<file path="config.mk">
export PLATFORM = sky130hd
export DESIGN_NAME = m_stage
export DESIGN_NICKNAME = d
export VERILOG_FILES = /design/src/rtl/m_stage.sv
export SDC_FILE = /design/constraint.sdc
export NUM_CORES = 1
export LEC_CHECK = 0
export ABC_CLOCK_PERIOD_IN_PS = 2300
export BUFFER_PORTS_ARGS = -buffer_cell sky130_fd_sc_hd__buf_2
export CAP_MARGIN = 20
export CORE_MARGIN = 3
export CORE_UTILIZATION = 45
export CTS_CLUSTER_SIZE = 40
export DETAILED_ROUTE_END_ITERATION = 7
export PLACE_DENSITY = 0.74
export REMOVE_ABC_BUFFERS = 1
export SYNTH_ARGS = -nofsm -noshare
export SYNTH_HDL_FRONTEND = slang
export SYNTH_SLANG_ARGS = --single-unit
</file>
<file path="constraint.sdc">
create_clock -name clk_i -period 2.3 [get_ports clk_i]
set_input_delay 0.115 -clock clk_i [delete_from_list [all_inputs] [get_ports clk_i]]
set_output_delay 0.115 -clock clk_i [all_outputs]
set_load 0.1 [all_outputs]
</file>
<file path="src/rtl/m_stage.sv">
// -----------------------------------------------------------------------------
// m_stage -- memory stage directly downstream of the execute stage.
//
// Captures one executed instruction per accept and does one of three things:
//   * plain op : forwards the scalar/vector ALU or swap result as a writeback
//                record one cycle after the accept.
//   * store    : writes the scalar (NS beats) or vector (NV beats) store data
//                one element per cycle, little-endian, addresses wrapping
//                modulo MEMO_LINES, then emits a non-writing record.
//   * load     : reads NS or NV elements through the synchronous memory port
//                (data returns one cycle after its address), assembles them
//                and emits a register-writing record.
// Upstream is stalled while a store or load is in flight. An instruction with
// flagEnd completes normally, pulses wb_end_o with its record, then the stage
// halts until reset.
//
// Ports:
//   clk_i, rst_i         clock, synchronous active-high reset
//   valid_i / stall_o    execute-stage handshake (stall = stage busy)
//   ialu_res_i ...       execute results; ialu_res_i[ADDR_W-1:0] is the base
//   int_rsb_i, vec_rsb_i scalar / vector store data
//   rd_i + decode flags  destination register and control bits
//   mem_*                byte-wide synchronous data-memory port (registered)
//   wb_*                 registered writeback record, wb_valid_o is a pulse
// -----------------------------------------------------------------------------
module m_stage #(
  parameter  int REGI_BITS  = 4,
  parameter  int MEMO_LINES = 64,
  parameter  int REGI_SIZE  = 16,
  parameter  int VECT_SIZE  = 8,
  parameter  int ELEM_SIZE  = 8,
  localparam int ADDR_W     = $clog2(MEMO_LINES),
  localparam int VW         = ELEM_SIZE * VECT_SIZE
) (
  input  logic                 clk_i,
  input  logic                 rst_i,
  input  logic                 valid_i,
  output logic                 stall_o,
  input  logic [REGI_SIZE-1:0] ialu_res_i,
  input  logic [VW-1:0]        valu_res_i,
  input  logic [REGI_SIZE-1:0] iswa_res_i,
  input  logic [VW-1:0]        vswa_res_i,
  input  logic [REGI_SIZE-1:0] int_rsb_i,
  input  logic [VW-1:0]        vec_rsb_i,
  input  logic [REGI_BITS-1:0] rd_i,
  input  logic                 enableMem,
  input  logic                 flagMemRead,
  input  logic                 flagMemWrite,
  input  logic                 enableSwap,
  input  logic                 flagVec,
  input  logic                 flagNop,
  input  logic                 flagEnd,
  output logic [ADDR_W-1:0]    mem_addr_o,
  output logic [ELEM_SIZE-1:0] mem_wdata_o,
  output logic                 mem_we_o,
  input  logic [ELEM_SIZE-1:0] mem_rdata_i,
  output logic                 wb_valid_o,
  output logic                 wb_regwrite_o,
  output logic                 wb_is_vec_o,
  output logic [REGI_BITS-1:0] wb_rd_o,
  output logic [REGI_SIZE-1:0] wb_int_o,
  output logic [VW-1:0]        wb_vec_o,
  output logic                 wb_end_o
);

  localparam int NS        = REGI_SIZE / ELEM_SIZE;
  localparam int NV        = VECT_SIZE;
  localparam int MAX_BEATS = (NV > NS) ? NV : NS;
  // The load counter runs one past the last beat (data trails the address).
  localparam int CNT_W     = $clog2(MAX_BEATS + 2);

  typedef enum logic [1:0] {S_IDLE, S_STORE, S_LOAD, S_HALT} state_t;
  typedef enum logic [1:0] {OP_PLAIN, OP_STORE, OP_LOAD} op_t;

  state_t state, state_next;

  // ---------------------------------------------------------------------------
  // Input-side decode (only meaningful while accepting)
  // ---------------------------------------------------------------------------
  op_t                 op_in;
  logic                accept;
  logic [CNT_W-1:0]    last_in;
  logic [ADDR_W-1:0]   base_in;
  logic [REGI_SIZE-1:0] plain_int;
  logic [VW-1:0]       plain_vec;
  logic [VW-1:0]       store_src;

  // NOTE: every signal assigned in a combinational block gets a default
  // first, so no path leaves it unassigned and no latch is inferred.
  always_comb begin
    op_in = OP_PLAIN;
    // Write wins over read; enableMem=0 masks both flags.
    if (enableMem && flagMemWrite)     op_in = OP_STORE;
    else if (enableMem && flagMemRead) op_in = OP_LOAD;
  end

  assign accept    = valid_i && (state == S_IDLE);
  assign last_in   = flagVec ? CNT_W'(NV - 1) : CNT_W'(NS - 1);
  assign base_in   = ialu_res_i[ADDR_W-1:0];
  assign plain_int = enableSwap ? iswa_res_i : ialu_res_i;
  assign plain_vec = enableSwap ? vswa_res_i : valu_res_i;
  assign store_src = flagVec ? vec_rsb_i
                             : {{(VW - REGI_SIZE){1'b0}}, int_rsb_i};

  // ---------------------------------------------------------------------------
  // Captured operation context
  // ---------------------------------------------------------------------------
  logic                 op_vec;
  logic                 op_end;
  logic [REGI_BITS-1:0] op_rd;
  logic [CNT_W-1:0]     op_last;   // index of the final beat (N-1)
  logic [CNT_W-1:0]     cnt;       // store: next beat; load: cycles in LOAD
  logic [VW-1:0]        sdata;     // remaining store elements, element 0 low
  logic [VW-1:0]        asm_q;     // load assembly register
  logic [VW-1:0]        asm_next;

  logic store_done;
  logic load_done;
  logic load_sample;

  // Store: the beat issued at this edge is the last one.
  assign store_done  = (state == S_STORE) && (cnt == op_last);
  // Load: cnt=c at the end of LOAD cycle c means the data for beat c-1 is on
  // mem_rdata_i; the final beat's data arrives when c = N.
  assign load_sample = (state == S_LOAD) && (cnt != '0);
  assign load_done   = (state == S_LOAD) && (cnt == op_last + CNT_W'(1));

  // Merge the returning element into its little-endian slot.
  always_comb begin
    asm_next = asm_q;
    for (int b = 0; b < VECT_SIZE; b++) begin
      if (load_sample && (cnt == CNT_W'(b + 1))) begin
        asm_next[b*ELEM_SIZE +: ELEM_SIZE] = mem_rdata_i;
      end
    end
  end

  // ---------------------------------------------------------------------------
  // FSM: state register
  // ---------------------------------------------------------------------------
  // NOTE: clocked state uses non-blocking assignments so every register
  // samples its pre-edge inputs, independent of statement order.
  always_ff @(posedge clk_i) begin
    if (rst_i) state <= S_IDLE;
    else       state <= state_next;
  end

  // ---------------------------------------------------------------------------
  // FSM: next-state logic
  // ---------------------------------------------------------------------------
  always_comb begin
    state_next = state;
    unique case (state)
      S_IDLE: begin
        if (accept) begin
          unique case (op_in)
            OP_STORE: begin
              // A single-beat store finishes in the accept cycle itself.
              if (last_in == '0) state_next = flagEnd ? S_HALT : S_IDLE;
              else               state_next = S_STORE;
            end
            OP_LOAD:  state_next = S_LOAD;
            default:  state_next = flagEnd ? S_HALT : S_IDLE;
          endcase
        end
      end
      S_STORE: if (store_done) state_next = op_end ? S_HALT : S_IDLE;
      S_LOAD:  if (load_done)  state_next = op_end ? S_HALT : S_IDLE;
      S_HALT:  state_next = S_HALT;
      default: state_next = S_IDLE;
    endcase
  end

  // ---------------------------------------------------------------------------
  // FSM: outputs decoded from state
  // ---------------------------------------------------------------------------
  always_comb begin
    stall_o = 1'b0;
    if (state == S_STORE || state == S_LOAD) stall_o = 1'b1;
  end

  // ---------------------------------------------------------------------------
  // Datapath: memory port, beat sequencing and writeback record
  // ---------------------------------------------------------------------------
  always_ff @(posedge clk_i) begin
    if (rst_i) begin
      // Aborts any access in flight: no further beats and no record.
      mem_addr_o    <= '0;
      mem_wdata_o   <= '0;
      mem_we_o      <= 1'b0;
      wb_valid_o    <= 1'b0;
      wb_regwrite_o <= 1'b0;
      wb_is_vec_o   <= 1'b0;
      wb_rd_o       <= '0;
      wb_int_o      <= '0;
      wb_vec_o      <= '0;
      wb_end_o      <= 1'b0;
      op_vec        <= 1'b0;
      op_end        <= 1'b0;
      op_rd         <= '0;
      op_last       <= '0;
      cnt           <= '0;
      sdata         <= '0;
      asm_q         <= '0;
    end else begin
      // Pulsed outputs fall back to 0 unless set below.
      mem_we_o   <= 1'b0;
      wb_valid_o <= 1'b0;
      wb_end_o   <= 1'b0;

      unique case (state)
        S_IDLE: begin
          if (accept) begin
            op_vec  <= flagVec;
            op_end  <= flagEnd;
            op_rd   <= rd_i;
            op_last <= last_in;
            unique case (op_in)
              OP_STORE: begin
                // Beat 0 goes out right away.
                mem_addr_o  <= base_in;
                mem_wdata_o <= store_src[ELEM_SIZE-1:0];
                mem_we_o    <= 1'b1;
                sdata       <= store_src >> ELEM_SIZE;
                cnt         <= CNT_W'(1);
                if (last_in == '0) begin
                  wb_valid_o    <= 1'b1;
                  wb_regwrite_o <= 1'b0;
                  wb_is_vec_o   <= flagVec;
                  wb_rd_o       <= rd_i;
                  wb_end_o      <= flagEnd;
                end
              end
              OP_LOAD: begin
                mem_addr_o <= base_in;
                cnt        <= '0;
                asm_q      <= '0;
              end
              default: begin
                wb_valid_o    <= 1'b1;
                wb_regwrite_o <= !flagNop;
                wb_is_vec_o   <= flagVec;
                wb_rd_o       <= rd_i;
                wb_end_o      <= flagEnd;
                if (flagVec) wb_vec_o <= plain_vec;
                else         wb_int_o <= plain_int;
              end
            endcase
          end
        end

        S_STORE: begin
          // ADDR_W-bit increment gives the modulo-MEMO_LINES wrap.
          mem_addr_o  <= mem_addr_o + ADDR_W'(1);
          mem_wdata_o <= sdata[ELEM_SIZE-1:0];
          mem_we_o    <= 1'b1;
          sdata       <= sdata >> ELEM_SIZE;
          if (store_done) begin
            // Record lands in the same cycle as the final write beat.
            wb_valid_o    <= 1'b1;
            wb_regwrite_o <= 1'b0;
            wb_is_vec_o   <= op_vec;
            wb_rd_o       <= op_rd;
            wb_end_o      <= op_end;
            cnt           <= '0;
          end else begin
            cnt <= cnt + CNT_W'(1);
          end
        end

        S_LOAD: begin
          asm_q <= asm_next;
          // Addresses run ahead of the returning data by one cycle.
          if (cnt < op_last) mem_addr_o <= mem_addr_o + ADDR_W'(1);
          if (load_done) begin
            wb_valid_o    <= 1'b1;
            wb_regwrite_o <= 1'b1;
            wb_is_vec_o   <= op_vec;
            wb_rd_o       <= op_rd;
            wb_end_o      <= op_end;
            if (op_vec) wb_vec_o <= asm_next;
            else        wb_int_o <= asm_next[REGI_SIZE-1:0];
            cnt <= '0;
          end else begin
            cnt <= cnt + CNT_W'(1);
          end
        end

        default: ; // S_HALT: inputs ignored, port quiet, nothing recorded
      endcase
    end
  end

endmodule

</file>
## Word-level counts from Yosys, hierarchy flattened

Index checks and enable logic that the tools add are counted.

- Register bits: 247
- Input port bits: 262
- Output and inout port bits: 104

- Add/sub/neg operators: 3
- Order comparisons: 1
- Eq/ne operators: 30
- Mux-type cells: 86
- Reduce and logical (&&, ||, !) cells: 32

Operator list:

| operator | number |
|---|---|
| $mux 64 | 11 |
| $pmux 64 s2 | 3 |
| $mux 16 | 6 |
| $mux 8 | 10 |
| $pmux 16 s2 | 1 |
| $mux 4 | 7 |
| $pmux 4 s3 | 2 |
| $ne 2x2->1 const B | 10 |
| $mux 1 | 19 |
| $mux 6 | 3 |
| $pmux 6 s3 | 1 |
| $reduce_and 6->1 | 3 |
| $eq 4x3->1 const B | 4 |
| $mux 2 | 8 |
| $pmux 4 s2 | 2 |
| $pmux 8 s2 | 1 |
| $logic_and 1x1->1 | 14 |
| $pmux 1 s3 | 4 |
| $reduce_and 3->1 | 4 |
| $pmux 1 s2 | 5 |
| $add 4x1->4 const B | 2 |
| $eq 4x2->1 const B | 2 |
| $eq 4x4->1 | 2 |
| $pmux 2 s4 | 1 |
| other kinds (21) | 27 |

## Logic depth before layout (Yosys ltp)

Gate-level depths: netlist (run 1).

- Word-level depth: 8
- Depth in mapped cells: 10

## Worst setup path before layout (run 1)

OpenSTA, ideal clock, no wires.

- Path type: register to register
- Start point: register cnt[0]
- End point: register wb_int_o[0]
- Library setup time: 0.123 ns
- Arrival time: 2.379 ns
- Data required time: 2.177 ns
- Setup slack: -0.203 ns
- Stages on the path, launching flop included: 9
- Path buffers: 2
- Path through: dfxtp_1 inv_1 ha_1 nand2b_1 o41a_1 buf_2 nor4_4 buf_6 mux2_1

- Word-level cells in the longest chain between the ends: 7
- Elaborated cells on any way between the ends: 12
- Classes of those cells: eq/ne (3); mux (4); reduce/logical (5)

RTL lines:

| element | line | RTL |
|---|---|---|
| start, declared | 112 | `logic [CNT_W-1:0] cnt;` |
| start signal, assigned | 267 | `cnt <= cnt + CNT_W'(1);` |
| start signal, assigned | 285 | `cnt <= cnt + CNT_W'(1);` |
| $reduce_bool 4->1 | 125 | `assign load_sample = (state == S_LOAD) && (cnt != '0);` |
| $logic_and 1x1->1 | 125 |  |
| $logic_and 1x1->1 | 132 | `if (load_sample && (cnt == CNT_W'(b + 1))) begin` |
| $mux 8 | 132 |  |
| $mux 16 | 281 | `if (op_vec) wb_vec_o <= asm_next;` |
| $mux 16 | 275 | `if (load_done) begin` |
| $pmux 16 s2 | 211 | `unique case (state)` |
| end signal, assigned | 246 | `else wb_int_o <= plain_int;` |
| end signal, assigned | 282 | `else wb_int_o <= asm_next[REGI_SIZE-1:0];` |
| end, declared | 61 | `output logic [REGI_SIZE-1:0] wb_int_o,` |

Several ways; a longest one is shown, not always the timed one. The select of a mux whose other input is x is not followed.
A chain may end at the register's enable or synchronous reset.

## Worst setup path in the final report (run 1)

- Start point: register op_last[1]
- End point: register wb_int_o[15]

- Word-level cells in the longest chain between the ends: 5

RTL lines:

| element | line | RTL |
|---|---|---|
| start, declared | 111 | `logic [CNT_W-1:0] op_last;` |
| start signal, assigned | 217 | `op_last <= last_in;` |
| $add 4x1->4 | 126 | `assign load_done = (state == S_LOAD) && (cnt == op_last + CNT_W'(1));` |
| $eq 4x4->1 | 126 |  |
| $logic_and 1x1->1 | 126 |  |
| $ne 2x2->1 (no source line) | n/a |  |
| $reduce_and 6->1 (no source line) | n/a |  |

No other way between the ends.

==> results of run 1 <==
-- worst paths after layout --
path                   from      endpoint  slack (ns)  depth (start not counted)
max              op_last[1]  wb_int_o[15]     -0.0002                          7
max reg2reg      op_last[1]  wb_int_o[15]     -0.0002                          7
min          vswa_res_i[25]  wb_vec_o[25]        0.01                          5
min reg2reg        op_rd[1]      op_rd[1]        0.46                          2
-- flip-flops by register name (all words and copies together), names as in the netlist, 2 cells and up --
name and flops:
cnt 4, mem_wdata_o 8, mem_addr_o 6, op_rd 4, op_last 2, state 2
wb_vec_o 64, asm_q 64, wb_rd_o 4, wb_int_o 16, sdata 56
-- routing by layer --
metal | part of all wire, % | track usage, % | vias up
li1 | - | - | 6145
met1 | 42 | 31.3 | 6008
met2 | 49 | 41.9 | 485
met3 | 6.0 | 3.52 | 87
met4 | 3.3 | 8.14 | 0
met5 | 0 | 0 | -
-- worst min-delay path: cells and delay by family --
family,cells,cell delay (ns)
muxes,2,0.17
buffers and inverters,1,0.08
and+or+nand+nor,1,0.06
AOI/OAI and AO/OA,1,0.08
-- repair_timing --
item / CTS / global route
gates resized for setup: 2 / 4
setup endpoints to repair: 110 / 69
pin swaps: 1 / 3
buffers inserted: 0 / 1
hold buffers: 65 / 1
cloned: 0 / 2
endpoints found under the hold margin: 70 / 1
-- layout make-up --
| cell class | instances | area [um^2] | area share, % |
|---|---|---|---|
| Clock buffer | 40 | 785 | 4.63 |
| Clock inverter | 8 | 96.3 | 0.569 |
| Inverter | 14 | 55.1 | 0.325 |
| Multi-Input combinational cell | 1081 | 7610 | 44.9 |
| Sequential cell | 236 | 4730 | 27.9 |
| Tap cell | 378 | 473 | 2.79 |
| Timing Repair Buffer | 496 | 3200 | 18.9 |
-- cells by family (layout without fill, tap and decap cells) --
family	after synthesis	count (layout)	share of synthesized area (%)
XOR/XNOR	3	3	0.204
AO/OA/AOI/OAI	437	437	22.0
multiplexers	249	249	20.6
flip-flops	236	236	36.7
buffers and inverters	160	558	5.03
AND/OR/NAND/NOR	377	378	14.1
adder cells (fa/ha/maj)	14	14	1.36
-- cell usage after synthesis (2+ instances only) --
master	count
nor4_1	2
a2111oi_4	4
nand4_1	34
inv_1	14
nor2_1	79
xor2_1	2
buf_6	4
a22oi_1	40
and3_1	2
o211a_1	8
mux2_4	3
dfxtp_1	236
mux2_1	10
nand2b_1	5
o21ai_0	124
a311oi_1	2
nand4b_1	3
a31oi_1	16
a31o_2	9
buf_1	14
nor3_1	5
mux2i_1	137
and3b_1	5
a211oi_1	49
a21oi_1	115
mux2_2	99
o31a_1	9
nand3_1	25
clkbuf_1	115
o22ai_1	2
nand2_1	144
a32o_1	5
o211ai_1	37
and2_1	10
or3_1	11
buf_2	13
nor2b_1	44
ha_1	14
a211o_1	2
nor4b_1	3
-- stage by stage --
step | area (um^2) | util (%)
global placement | 15300 | 54.7
finish | 16900 | 60.5
floorplan | 12300 | -
CTS | 16900 | 60.2
global route | 16900 | 60.5
detailed placement | 15300 | 54.7
-- power by group --
part | total (mW) | internal [mW] | switching [mW]
combinational | 12.3 | 3.60 | 8.73
clock | 4.29 | 2.57 | 1.72
sequential | 5.37 | 4.94 | 0.431
==> run metrics, run 1 <==
top_reg_cell synth=dfxtp_1; EDFF count, synth=0; core region area=28000 um^2; Max Freq=435 MHz; commonest cells after routing, fill and taps aside=buf_2 (362), dfxtp_1 (235), nand2_1 (144), mux2i_1 (137), o21ai_0 (124); Post-Synthesis Cells=1476; Routed Antenna Nets=0; final setup margin=-0.000190 ns; failing checks=negative setup slack; final slew viol count=0; hpwl dp=25900 um; CTS tree=yes; Iter 0 DRT Violations=1083; clock sink count=236; Worst Setup End Kind=flip-flop; share of cells above drive strength 1=32.3%; RePlAce Congestion=0.823; Pwr Density=1300 nW/um^2; layout net count=2132; total power=22.0 mW; depth of the CTS H-tree=1; Clock Path Buffers=3; initial antenna violation count=0; crit path launch type=flip-flop; CTS Buf Count=27; clock slew at reported path FFs=0.06 ns; Yosys warnings=0; Distinct cells, synth=61; Synth Area per Inst=8.72 um^2; drt wl/cell=17.7 um; # fillers=2389; Mapped Area=12900 um^2; Chip Height=175 um; Inserted Diodes=0; RSZ-0062 raised after global routing=true; Starting Density=45.9%; via count=12725; commonest non-fill, non-tap cell in the layout=buf_2; flops & latches, synth=236; Setup Skew=0.0101 ns; routed wire length=40000 um; setup TNS=-0.000190 ns; peak supply drop=1.30 mV; vias in the first global route=12377; Worst EP arrival=2.72 ns; Rows=61; pre-CTS WS=-0.0913 ns; global-route wire length before repair=62700 um; max cap viols=0; worst slew pin tran=0.948 ns; Final Hold Fails=0; Worst Hold Class=primary input to flip-flop; die area=30700 um^2; Clock Latency Late Sink=0.53 ns; DRC=0; CP top delay family=compound AO/OA/AOI/OAI gates; endpoints failing setup=1; period utilization=100%; top post-synthesis cells by area=dfxtp_1 (37%), mux2i_1 (11%), mux2_2 (8.7%); Static Leak=7.29 nW; total grt overflow=0; Worst Path Max Fanout=8; non-filler cells, final=2253; largest net degree at the start of global routing=205; WP buf/inv=2; Async SR Flop Fraction=0%; worst-path cell chain=ha_1 > xor2_2 > o41a_1 > nor4_4 > buf_4 > clkbuf_16 > mux2_2; hold slack=0.0105 ns; Root Driver=clkbuf_16; die span in x=175 um; status=complete, but fails checks; fin crit period=2.30 ns; Critical Path Max Stage Delay=0.56 ns; Critical Path RT=2.72 ns; vias per cell=5.65; GRT Total Usage=24.3%; Top Ports=366; share of the synthesized area in the top cell type=36.7%; Syn-to-layout area delta=31.7%; Port Buffer Count=365; worst relative slew slack=36.8%; DP Cell Count=2136; dominant cell type by area after synthesis=dfxtp_1; sequential share of the synthesized area=36.7%; CP max stage cell=o41a_1; TritonRoute pass-1 iters=5; crit path kind=flip-flop to flip-flop
Power figures use the tool's default switching activity.
==> run 2, diff against run 1 <==
--- a/config.mk
+++ b/config.mk
@@ -6,7 +6,7 @@
 export NUM_CORES = 1
 export LEC_CHECK = 0
 export ABC_CLOCK_PERIOD_IN_PS = 2300
-export BUFFER_PORTS_ARGS = -buffer_cell sky130_fd_sc_hd__buf_2
+export BUFFER_PORTS_ARGS = -buffer_cell sky130_fd_sc_hd__clkbuf_2
 export CAP_MARGIN = 20
 export CORE_MARGIN = 3
 export CORE_UTILIZATION = 45
==> run 2 against run 1 <==
The flow now finishes without violations. Critical path depth unchanged. Hold slack worse by 0.0064 ns. First-iteration DRC count shrank 9.5%. Register-to-register slack better by 0.08 ns. Sequential power grew 0.7%. Sequential share of layout area is 0.079 points lower. Sequential cell count did not move. Clock-buffer cell count up 1. Critical path type unchanged. Critical endpoint is now wb_vec_o[12].
==> run metrics, run 2 (synthesized netlist as in run 1, its figures left out) <==
Critical Path RT=2.71 ns; R2R Setup Slk=0.08 ns; final slew viol count=0; share of cells above drive strength 1=33.2%; status=finished clean; crit path launch type=flip-flop; peak supply drop=1.16 mV; Combinational Power Share=56.8%; CTS Buf Count=27; depth of the CTS H-tree=1; worst relative slew slack=50.0%; commonest non-fill, non-tap cell in the layout=clkbuf_2; TritonRoute pass-1 iters=5; Final Hold Fails=0; Routed Antenna Nets=0; Rows=61; switching power=11.0 mW; die span in x=175 um; global-route wire length before repair=62700 um; sequential power share=24.4%; total power=22.2 mW; WP buf/inv=2; drt wl/cell=17.9 um; CTS tree=yes; DP Cell Count=2133; clock sink count=236; hpwl dp=26100 um; HP Start=valu_res_i[36]; Static Leak=7.30 nW; reg2reg start=cnt[0]; pre-CTS WS=-0.0891 ns; Worst Hold Class=primary input to flip-flop; final setup margin=0.0788 ns; DRC=0; Hold Path Stages=5; GRT Total Usage=24.4%; via count=12779; layout net count=2137; hold slack=0.00405 ns; Starting Density=45.9%; Critical Path Max Stage Delay=0.44 ns; # fillers=2398; Chip Height=175 um; Pwr Density=1300 nW/um^2; worst slew pin tran=0.750 ns; crit path kind=flip-flop to flip-flop; Clock Latency Late Sink=0.53 ns; Inserted Diodes=0; worst r2r dst=wb_vec_o[12]; Top Ports=366; die area=30700 um^2; Iter 0 DRT Violations=980; RePlAce Congestion=0.865; clock slew at reported path FFs=0.06 ns; fin crit period=2.22 ns; Clk pwr share=18.8%; total grt overflow=0; core region area=28000 um^2; cell-internal power=11.1 mW; Worst EP arrival=2.63 ns; R2R depth=7; vias in the first global route=12463; Setup Skew=0.00710 ns; non-filler cells, final=2259; Port Buffer Count=365; CP top delay family=simple AND/OR/NAND/NOR gates; period utilization=96.6%; Root Driver=clkbuf_16; Worst Setup End Kind=flip-flop; routed wire length=40400 um; largest net degree at the start of global routing=165; worst-path cell chain=inv_1 > ha_4 > nand2b_1 > o41a_1 > buf_4 > or2_4 > mux2_4; Max Freq=450 MHz; max cap viols=0; commonest cells after routing, fill and taps aside=clkbuf_2 (362), dfxtp_1 (234), nand2_1 (144), mux2i_1 (132), o21ai_0 (124); endpoints failing setup=0; CP max stage cell=o41a_1; vias per cell=5.66; Hold Path End=wb_vec_o[36]; Syn-to-layout area delta=32.1%; Clock Path Buffers=3; initial antenna violation count=0; Top Registers=asm_q: 64 flops, wb_vec_o: 64 flops, sdata: 56 flops; Sw Ratio=49.8%; Worst Path Max Fanout=12
-- run 2: cell count changes in the layout (fill, tap and decap cells not counted), sizes merged --
cell,change
buf,-359
bufinv,-2
clkbuf,+365
clkinv,+3
dlygate4sd3,-2
inv,-1
or2,+2
-- run 2: metrics by stage --
stage               util, %  area, um^2  setup TNS (ns)
floorplan                 -       12300         -854.91
global placement       54.4       15300          -0.144
detailed placement     54.4       15300           -2.15
CTS                    59.9       16800               0
global route           60.7       17000       -0.000586
finish                 60.7       17000               0
-- run 2: area by class of cell --
cell class	instances	area [um^2]	share of cell area, %
multi-input combinational	1083	7660	45.1
sequential	236	4730	27.8
timing repair buffer	499	3210	18.9
clock buffer	41	818	4.81
tap	378	473	2.78
inverter	14	55.1	0.324
clock inverter	8	46.3	0.272
-- run 2: layer usage --
metal | wire (um) | track usage, % | up-vias
li1 | - | - | 6163
met1 | 16900 | 31.2 | 6028
met2 | 19700 | 42.6 | 484
met3 | 2330 | 3.15 | 104
met4 | 1450 | 8.48 | 0
met5 | 0 | 0 | -
-- run 2: worst min-delay path: stages --
cell,delay (ns)
clkbuf_2,0.07
mux2i_1,0.05
nand2_1,0.06
o211ai_1,0.08
mux2i_1,0.11
-- run 2: worst max path at each step --
stage,from,endpoint,slack [ns],cells past startpoint
finish,cnt[0],wb_vec_o[12],0.08,7
detailed placement,state[1],asm_q[34],-0.09,6
global route,cnt[1],wb_int_o[14],-0.0006,7
CTS,op_last[0],wb_int_o[6],0.008,7
global placement,cnt[1],wb_int_o[2],-0.05,7
floorplan,state[1],mem_wdata_o[0],-4.73,6
-- run 2: timing repair --
item / 4_1_cts / 5_1_grt
setup buffers: 0 / 7
pin swaps: 0 / 3
setup endpoints to repair: 82 / 75
cloned: 0 / 6
gates resized for setup: 5 / 15
hold buffers: 64 / 0
hold endpoints to repair: 66 / 0
-- run 2: power by group through the flow --
| stage | combinational (mW) | clock (mW) | sequential [mW] |
|---|---|---|---|
| 6_report | 12.6 | 4.16 | 5.41 |
| 5_1_grt | 13.3 | 4.40 | 5.50 |
| 4_1_cts | 12.0 | 4.25 | 5.40 |
| 3_5_place_dp | 11.9 | 0 | 5.48 |
| 3_3_place_gp | 11.7 | 0 | 5.45 |
| 2_1_floorplan | 4.79 | 0 | 9.43 |
==> run 3, diff against run 2 <==
--- a/config.mk
+++ b/config.mk
@@ -5,14 +5,15 @@
 export SDC_FILE = /design/constraint.sdc
 export NUM_CORES = 1
 export LEC_CHECK = 0
-export ABC_CLOCK_PERIOD_IN_PS = 2300
+export ABC_CLOCK_PERIOD_IN_PS = 2200
 export BUFFER_PORTS_ARGS = -buffer_cell sky130_fd_sc_hd__clkbuf_2
 export CAP_MARGIN = 20
 export CORE_MARGIN = 3
 export CORE_UTILIZATION = 45
+export CTS_BUF_LIST = sky130_fd_sc_hd__clkbuf_4
 export CTS_CLUSTER_SIZE = 40
 export DETAILED_ROUTE_END_ITERATION = 7
-export PLACE_DENSITY = 0.74
+export PLACE_DENSITY = 0.72
 export REMOVE_ABC_BUFFERS = 1
 export SYNTH_ARGS = -nofsm -noshare
 export SYNTH_HDL_FRONTEND = slang
==> constraint.sdc (replaced) <==
create_clock -name clk_i -period 2.2 [get_ports clk_i]
set_input_delay 0.11 -clock clk_i [delete_from_list [all_inputs] [get_ports clk_i]]
set_output_delay 0.11 -clock clk_i [all_outputs]
set_load 0.02 [all_outputs]
==> run 3 against run 2 <==
The run now ends with negative setup slack left. Sequential share of layout area down 3.1 points. Cell count increased by 12%. Design area up 13%. Hold slack improved by 0.023 ns. Combinational power decreased by 17%. Sequential cell count is the same. Total power fell by 9.4%. Critical path type unchanged. Largest cell class unchanged.
==> run metrics, run 3 (synthesized netlist as in run 1, its figures left out) <==
status=complete, but fails checks; failing checks=negative setup slack; Syn-to-layout area delta=49.2%; GRT Total Usage=28.7%; Clock Latency Late Sink=0.69 ns; reg2reg start=op_last[0]; core region area=28000 um^2; WP buf/inv=3; CTS Buf Count=67; Hold Path Stages=5; R2R Setup Slk=-0.07 ns; Chip Height=175 um; Final Hold Fails=0; DRC=0; CP top delay family=compound AO/OA/AOI/OAI gates; worst slew pin tran=0.639 ns; RSZ-0062 raised after global routing=true; layout net count=2390; setup TNS=-0.755 ns; Starting Density=45.9%; period utilization=103%; via count=14325; crit path kind=flip-flop to flip-flop; Clock Path Buffers=3; die span in x=175 um; total grt overflow=0; endpoints failing setup=17; final slew viol count=0; clock slew at reported path FFs=0.06 ns; clock sink count=236; hpwl dp=26200 um; worst relative slew slack=57.4%; Hold Path End=wb_int_o[14]; final core occ=68.5%; routed wire length=47100 um; Worst Hold Class=primary input to flip-flop; share of cells above drive strength 1=33.8%; RePlAce Congestion=0.862; Critical Path RT=2.75 ns; crit path launch type=flip-flop; peak supply drop=0.741 mV; HP Start=iswa_res_i[14]; largest net degree at the start of global routing=122; vias in the first global route=14589; depth of the CTS H-tree=3; drt wl/cell=18.6 um; commonest non-fill, non-tap cell in the layout=clkbuf_2; final setup margin=-0.0734 ns; global-route wire length before repair=73000 um; Root Driver=clkbuf_4; Static Leak=8.29 nW; fin crit period=2.27 ns; Pwr Density=1050 nW/um^2; max cap viols=0; Placed Instance Area=15400 um^2; # fillers=2043; Rows=61; Routed Antenna Nets=0; Port Buffer Count=365; initial antenna violation count=2; Iter 0 DRT Violations=999; TritonRoute pass-1 iters=5; Setup Skew=0.0462 ns; worst r2r dst=wb_int_o[9]; Worst Setup End Kind=flip-flop; DP Cell Count=2149; Top Ports=366; CTS tree=yes; hold slack=0.0275 ns; Worst EP arrival=2.83 ns; R2R depth=8; Max Freq=440 MHz; vias per cell=5.65; non-filler cells, final=2537; Top Registers=asm_q: 64 flops, wb_vec_o: 64 flops, sdata: 56 flops; worst-path cell chain=inv_2 > ha_4 > xor2_1 > o41a_1 > nor4_4 > buf_6 > buf_12 > mux2_2; Worst Path Max Fanout=8; commonest cells after routing, fill and taps aside=clkbuf_2 (363), dlygate4sd3_1 (252), dfxtp_1 (232), nand2_1 (144), mux2i_1 (131); die area=30700 um^2; Critical Path Max Stage Delay=0.52 ns; design area=19200 um^2; CP max stage cell=o41a_1
run 3: changes by cell type in the layout (fill, tap and decap cells not counted), moves of 10 or more:
cell,previous run,this run
buf_4,55,70
clkbuf_16,30,1
clkbuf_4,0,94
clkinv_1,0,10
dlygate4sd3_1,64,252
run 3: power by group:
part,internal (mW),switching (mW),leakage [nW],total (mW)
Sequential,5.17,0.513,1.92,5.69
Clock,1.98,1.93,0.466,3.91
Combinational,4.48,6.00,5.90,10.5
run 3: layer usage:
layer  vias up  GRT usage, %  wire (um)
met3       181          6.15       3250
li1       6727             -          -
met1      6710          33.2      18300
met4         0          16.1       2220
met5         -             0          0
met2       707          49.4      23300
run 3: repair_timing:
item / in CTS / in global routing
pin swaps: 2 / 10
endpoints found under the hold margin: 222 / 0
hold buffers: 252 / 0
setup endpoints to repair: 145 / 141
setup buffers: 1 / 15
gates cloned: 1 / 6
gates resized for setup: 12 / 48
run 3: final cells by class:
cell class / count / area [um^2] / share of cell area [%]
multi-input cells: 1083 / 7780 / 40.6
repair buffers: 712 / 5340 / 27.8
flip-flops and latches: 236 / 4730 / 24.7
clock buffers: 94 / 706 / 3.68
well taps: 378 / 473 / 2.46
clock inverters: 17 / 90.1 / 0.469
inverters: 14 / 55.1 / 0.287
diodes: 3 / 7.51 / 0.0391
run 3: stage by stage:
stage               setup slack [ns]  total power [mW]
finish                       -0.0734              20.1
global route                  -0.135              21.2
global placement             -0.0918              14.5
detailed placement            -0.151              14.6
CTS                          -0.0450              19.2
floorplan                      -4.83              11.2
run 3: worst max-delay path by stage:
stage / startpoint / endpoint / slack [ns] / cells past startpoint
2_1_floorplan: state[1] / mem_wdata_o[0] / -4.83 / 6
3_3_place_gp: op_last[0] / wb_vec_o[62] / -0.09 / 7
3_5_place_dp: op_last[0] / wb_vec_o[62] / -0.15 / 7
4_1_cts: cnt[0] / wb_vec_o[30] / -0.04 / 7
5_1_grt: op_last[0] / wb_int_o[9] / -0.14 / 8
6_report: op_last[0] / wb_int_o[9] / -0.07 / 8
run 3: worst reg2reg max path: stages, from the launching register on:
cell,delay [ns]
dfxtp_4,0.37
inv_2,0.06
ha_4,0.15
xor2_1,0.16
o41a_1,0.52
nor4_4,0.25
buf_6,0.17
buf_12,0.14
mux2_2,0.34
